<file path="src/rtl/ula_issue_pkg.sv">
// ============================================================================
// Module      : ula_issue_pkg
// Description : Shared widths, buffer state encoding and entry record for the
//               ULA issue stage.
// Revision    : 1.0 - initial release
// ============================================================================
`default_nettype none

package ula_issue_pkg;

    localparam int DATA_W = 32;
    localparam int OP_W   = 5;
    localparam int IMM_W  = 16;
    localparam int CNT_W  = 16;

    localparam logic [1:0] ST_EMPTY = 2'd0;
    localparam logic [1:0] ST_ONE   = 2'd1;
    localparam logic [1:0] ST_FULL  = 2'd2;

    typedef struct packed {
        logic [OP_W-1:0]   opcode;
        logic [DATA_W-1:0] a;
        logic [DATA_W-1:0] b;
        logic [IMM_W-1:0]  imm;
        logic              use_imm;
        logic              fwd_a;
        logic              fwd_b;
    } entry_t;

    function automatic logic [DATA_W-1:0] sext_imm(input logic [IMM_W-1:0] imm);
        return {{(DATA_W-IMM_W){imm[IMM_W-1]}}, imm};
    endfunction

endpackage

`default_nettype wire

</file>
<file path="src/rtl/ula_operand_mux.sv">
// ============================================================================
// Module      : ula_operand_mux
// Description : Selects ULA operands A/B from the head entry. Forwarding is
//               honoured only when ULA_ISSUE_FWD_EN is defined.
// Revision    : 1.0 - initial release
// ============================================================================
`default_nettype none

module ula_operand_mux
    import ula_issue_pkg::*;
(
    input  entry_t            head,
    input  logic [DATA_W-1:0] last_result,
    output logic [DATA_W-1:0] a_sel,
    output logic [DATA_W-1:0] b_sel
);

`ifdef ULA_ISSUE_FWD_EN
    // Immediate wins over forwarding on B.
    always_comb begin
        a_sel = head.fwd_a ? last_result : head.a;
        if (head.use_imm) begin
            b_sel = sext_imm(head.imm);
        end else if (head.fwd_b) begin
            b_sel = last_result;
        end else begin
            b_sel = head.b;
        end
    end
`else
    logic w_unused_fwd;
    assign w_unused_fwd = ^{head.fwd_a, head.fwd_b, last_result};

    always_comb begin
        a_sel = head.a;
        b_sel = head.use_imm ? sext_imm(head.imm) : head.b;
    end
`endif

endmodule

`default_nettype wire

</file>
<file path="src/rtl/ula_issue.sv">
// ============================================================================
// Module      : ula_issue
// Description : Two-entry (head/skid) in-order issue buffer feeding a ULA.
//               Optional result forwarding enabled by macro ULA_ISSUE_FWD_EN.
// Revision    : 1.0 - initial release
// ============================================================================
`default_nettype none

module ula_issue
    import ula_issue_pkg::*;
(
    input  logic              clk,
    input  logic              rst_n,
    input  logic              in_valid,
    output logic              in_ready,
    input  logic [OP_W-1:0]   in_opcode,
    input  logic [DATA_W-1:0] in_a,
    input  logic [DATA_W-1:0] in_b,
    input  logic [IMM_W-1:0]  in_imm,
    input  logic              in_use_imm,
    input  logic              in_fwd_a,
    input  logic              in_fwd_b,
    input  logic [DATA_W-1:0] ula_out,
    output logic              out_valid,
    input  logic              out_ready,
    output logic [DATA_W-1:0] A,
    output logic [DATA_W-1:0] B,
    output logic [OP_W-1:0]   opcode,
    output logic [CNT_W-1:0]  issue_count
);

    logic [1:0]        state_q, state_d;
    entry_t            head_q, head_d;
    entry_t            skid_q, skid_d;
    logic [DATA_W-1:0] a_hold_q, a_hold_d;
    logic [DATA_W-1:0] b_hold_q, b_hold_d;
    logic [OP_W-1:0]   op_hold_q, op_hold_d;
    logic [CNT_W-1:0]  issue_count_q, issue_count_d;

    logic              w_transfer;
    logic              w_issue;
    entry_t            w_new_entry;
    logic [DATA_W-1:0] w_a_sel;
    logic [DATA_W-1:0] w_b_sel;
    logic [DATA_W-1:0] w_last_result;

    assign in_ready    = (state_q != ST_FULL);
    assign out_valid   = (state_q == ST_ONE) || (state_q == ST_FULL);
    assign w_transfer  = in_valid && in_ready;
    assign w_issue     = out_valid && out_ready;
    assign issue_count = issue_count_q;

    assign w_new_entry = '{opcode:  in_opcode,
                           a:       in_a,
                           b:       in_b,
                           imm:     in_imm,
                           use_imm: in_use_imm,
                           fwd_a:   in_fwd_a,
                           fwd_b:   in_fwd_b};

    always_comb begin
        state_d = state_q;
        head_d  = head_q;
        skid_d  = skid_q;
        case (state_q)
            ST_EMPTY: begin
                if (w_transfer) begin
                    head_d  = w_new_entry;
                    state_d = ST_ONE;
                end
            end
            ST_ONE: begin
                if (w_transfer && w_issue) begin
                    head_d = w_new_entry;
                end else if (w_transfer) begin
                    skid_d  = w_new_entry;
                    state_d = ST_FULL;
                end else if (w_issue) begin
                    state_d = ST_EMPTY;
                end
            end
            ST_FULL: begin
                if (w_issue) begin
                    head_d  = skid_q;
                    state_d = ST_ONE;
                end
            end
            default: state_d = ST_EMPTY;
        endcase
    end

`ifdef ULA_ISSUE_FWD_EN
    logic [DATA_W-1:0] last_result_q, last_result_d;

    always_comb begin
        last_result_d = w_issue ? ula_out : last_result_q;
    end

    always_ff @(posedge clk or negedge rst_n) begin
        if (!rst_n) begin
            last_result_q <= '0;
        end else begin
            last_result_q <= last_result_d;
        end
    end

    assign w_last_result = last_result_q;
`else
    logic w_unused_ula_out;
    assign w_unused_ula_out = ^ula_out;
    assign w_last_result    = '0;
`endif

    ula_operand_mux u_operand_mux (
        .head        (head_q),
        .last_result (w_last_result),
        .a_sel       (w_a_sel),
        .b_sel       (w_b_sel)
    );

    // Outputs track the head while valid and freeze on the last shown value otherwise.
    assign A      = out_valid ? w_a_sel       : a_hold_q;
    assign B      = out_valid ? w_b_sel       : b_hold_q;
    assign opcode = out_valid ? head_q.opcode : op_hold_q;

    always_comb begin
        a_hold_d      = A;
        b_hold_d      = B;
        op_hold_d     = opcode;
        issue_count_d = w_issue ? issue_count_q + CNT_W'(1) : issue_count_q;
    end

    always_ff @(posedge clk or negedge rst_n) begin
        if (!rst_n) begin
            state_q       <= ST_EMPTY;
            head_q        <= '0;
            skid_q        <= '0;
            a_hold_q      <= '0;
            b_hold_q      <= '0;
            op_hold_q     <= '0;
            issue_count_q <= '0;
        end else begin
            state_q       <= state_d;
            head_q        <= head_d;
            skid_q        <= skid_d;
            a_hold_q      <= a_hold_d;
            b_hold_q      <= b_hold_d;
            op_hold_q     <= op_hold_d;
            issue_count_q <= issue_count_d;
        end
    end

endmodule

`default_nettype wire

</file>
<file path="config.mk">
export PLATFORM = sky130hd
export DESIGN_NAME = ula_issue
export DESIGN_NICKNAME = d
export VERILOG_FILES = /design/src/rtl/ula_issue_pkg.sv /design/src/rtl/ula_operand_mux.sv /design/src/rtl/ula_issue.sv
export SDC_FILE = /design/constraint.sdc
export NUM_CORES = 1
export LEC_CHECK = 0
export BUFFER_PORTS_ARGS = -buffer_cell sky130_fd_sc_hd__buf_2
export CELL_PAD_IN_SITES_DETAIL_PLACEMENT = 1
export CELL_PAD_IN_SITES_GLOBAL_PLACEMENT = 1
export CORE_UTILIZATION = 45
export CTS_CLUSTER_SIZE = 10
export DETAILED_ROUTE_END_ITERATION = 8
export PLACE_DENSITY = 0.8
export SYNTH_ARGS = -nofsm -noshare
export SYNTH_HDL_FRONTEND = slang
export SYNTH_SLANG_ARGS = --single-unit
export TNS_END_PERCENT = 100
</file>
<file path="constraint.sdc">
create_clock -name clk -period 3 [get_ports clk]
set_clock_uncertainty 0.1 [all_clocks]
set_input_delay 0.45 -clock clk [delete_from_list [all_inputs] [get_ports clk]]
set_output_delay 0.45 -clock clk [all_outputs]
set_load 0.005 [all_outputs]
</file>
==> summary.txt <==
Slew headroom -> 57.3%
Clock tree buffer depth -> 3
Max layer used -> met5
Ys Warns -> 0
DR iter-0 viols -> 174
Synth cell types -> 32
Final Hold Viols -> 0
Global route total overflow -> 0
Clock slew at reported path FFs -> 0.05 ns
Post-synth EDFFs -> 0
Post CTS Setup Buffer Count -> 0
First-pass GRT wire length -> 39600 um
CP Capture Type -> output pin
Fmax -> 0.347 GHz
Critical Path Start Type -> flip-flop
Core ar. -> 0.0238 mm2
Post-Synthesis Mean Instance Area -> 14.4 um2
Root Buffer -> clkbuf_16
Total number of vias -> 6762
Drt wl/cell -> 19.3 um
Post-synthesis sequential area ratio -> 58.7%
Cell count after synthesis -> 768
Final Cycle Share -> 96.1%
Total negative slack -> 0 ns
I/O pin cnt -> 211
Max_cap viols -> 0
Dpl hpwl -> 16000 um
Worst skew pair latency -> 0.55 ns
IR Drop Worst-Case VDD -> 0.721 mV
Routed Antenna Nets -> 0
End of the critical path -> A[7]
Vias/cell -> 5.29
Setup violations, final -> 0
Cell taking the most area after synthesis -> dfrtp_1
Top-count cell post-synth -> dfrtp_1
Die Height -> 159 um
Vias in the first global route -> 7475
Met3 routed WL -> 1150 um
HP Class -> in2reg
Critical-path maximum fanout -> 35
Core Rows -> 56
Drt first pass iters -> 4
Initial Util -> 46.4%
Routability Congestion -> 0.744
Unrepaired setup endpoints after global routing -> false
Flops & latches, synth -> 259
Worst R2R Start -> state_q[0]
Area Overhead vs Synth -> 19.8%
CP arrival -> 2.33 ns
Ys async rst share -> 100%
Area share of the largest cell type after synthesis -> 58.7%
R2R cell count -> 7
TritonCTS Buffers -> 30
Final Max Slew Viols -> 0
Capturing point of the worst reg2reg path -> head_q[74]
Pwr/cell area -> 1220 mW/mm2
Slew at the pin closest to its max-slew limit -> 0.641 ns
Critical Path Start -> state_q[1]
Metal1 wirelength -> 10200 um
R2R setup slack -> 0.45 ns
Post-Syn Area -> 0.0110 mm2
Residual DRC -> 0
WL met2 -> 12500 um
Hold slack -> 0.0447 ns
Clock sink count -> 259
Critical Path RT -> 2.45 ns
Largest net degree at the start of global routing -> 91
Die width -> 159 um
Leakage -> 5.92 nW
H-tree lvl count -> 1
Die area -> 0.0251 mm2
Most frequent cells after synthesis -> 259 x dfrtp_1, 255 x mux2_2, 51 x a21oi_1, 39 x mux2_1, 37 x nor2_1
Setup CP Type -> reg2out
Layout cells sized above 1 -> 51.0%
Final #Nets -> 1076
CTS tree -> done
Outcome -> finished clean
Post-layout min period -> 2.88 ns
Initial antenna violation count -> 5
Synth area leaders -> dfrtp_1 59%, mux2_2 26%, mux2_1 4.0%, a21oi_1 2.3%, mux2i_1 1.5%
GRT Total Usage -> 20.4%
Syn Nets -> 897
Total wire length -> 24700 um
Ys flop type -> dfrtp_1
I/O Buffers -> 176
==> registers in the layout (all words and copies together), names as in the netlist <==
name,cells
op_hold_q,5
a_hold_q,32
state_q,2
b_hold_q,32
head_q,86
issue_count,16
skid_q,86
==> layer usage <==
| metal | global-route usage, % | vias to the layer above |
|---|---|---|
| met3 | 4.30 | 52 |
| met1 | 24.7 | 3492 |
| li1 | - | 3082 |
| met4 | 6.91 | 4 |
| met5 | 0 | - |
| met2 | 36.0 | 132 |
==> cell families after synthesis <==
| family | count (synthesis) | synth area share [%] |
|---|---|---|
| buffers and inverters | 53 | 2.36 |
| AOI/OAI and AO/OA | 59 | 2.91 |
| xor gates and xnor gates | 15 | 1.19 |
| DFF | 259 | 58.7 |
| muxes | 311 | 31.5 |
| and+or+nand+nor | 66 | 2.68 |
| adders and majority gates | 5 | 0.567 |
==> critical path, cell delays in order (launching register included) <==
cell     delay (ns)
dfrtp_1        0.43
inv_1          0.12
ha_4           0.32
buf_6          0.35
mux2_2         0.41
buf_2          0.13
==> timing repair <==
action | in CTS | in global routing
cloned | 0 | 0
setup endpoints to repair | 34 | 3
gates resized for setup | 1 | 1
hold buffers | 1 | 0
endpoints found under the hold margin | 56 | 0
==> worst min-delay path by stage <==
| stage | to | from | depth (start not counted) | slack (ns) |
|---|---|---|---|---|
| global placement | a_hold_q[7] | rst_n | 1 | 0.31 |
| finish | skid_q[13] | in_imm[10] | 2 | 0.04 |
| floorplan | a_hold_q[0] | rst_n | 0 | 0.05 |
| CTS | skid_q[4] | in_imm[1] | 2 | 0.02 |
| global route | skid_q[59] | in_a[8] | 2 | 0.03 |
| detailed placement | head_q[58] | rst_n | 1 | 0.32 |
==> cell usage in the layout (no fill, tap or decap), drive strengths merged <==
cell,synthesis,layout
a21bo,1,1
a21oi,51,51
a221oi,1,1
a22o,1,1
a2bb2oi,1,1
and2,1,1
and3,2,2
and4b,1,1
buf,25,192
clkbuf,21,37
clkinv,1,2
clkinvlp,0,1
dfrtp,259,259
diode,0,5
dlygate4sd3,0,1
ha,5,5
inv,6,6
mux2,294,294
mux2i,17,17
nand2,10,10
nand3,8,8
nand4,3,3
nor2,37,37
nor2b,1,1
nor3,1,1
nor4,1,1
o21ai,3,3
o221ai,1,1
or3,1,1
xnor2,11,11
xor2,4,4
==> cell type report <==
type	instances	area [um2]
Antenna cell	5	12.5
Clock buffer	37	787
Clock inverter	2	21.3
Fill cell	2377	10500
Inverter	7	30.0
Multi-Input combinational cell	456	4340
Sequential cell	259	6480
Tap cell	319	399
Timing Repair Buffer	193	1150
==> stage by stage <==
step	std cells	setup slack, ns	area [um2]	total power, W	util, %
floorplan	768	0.468	11000	0.0105	-
global placement	1233	0.525	12400	0.0127	52.1
detailed placement	1233	0.456	12400	0.0131	52.1
CTS	1273	0.0581	13200	0.0164	55.6
global route	1275	0.00876	13200	0.0172	55.6
finish	1278	0.118	13200	0.0161	55.7
==> where the power goes <==
part	internal, W	leakage [nW]	switching [W]	total (W)
Combinational	0.00359	2.45	0.00330	0.00689
Clock	0.00181	0.395	0.00133	0.00314
Sequential	0.00530	3.07	0.000786	0.00608
Total	0.0107	5.92	0.00542	0.0161
(Power assumes the default switching activity.)
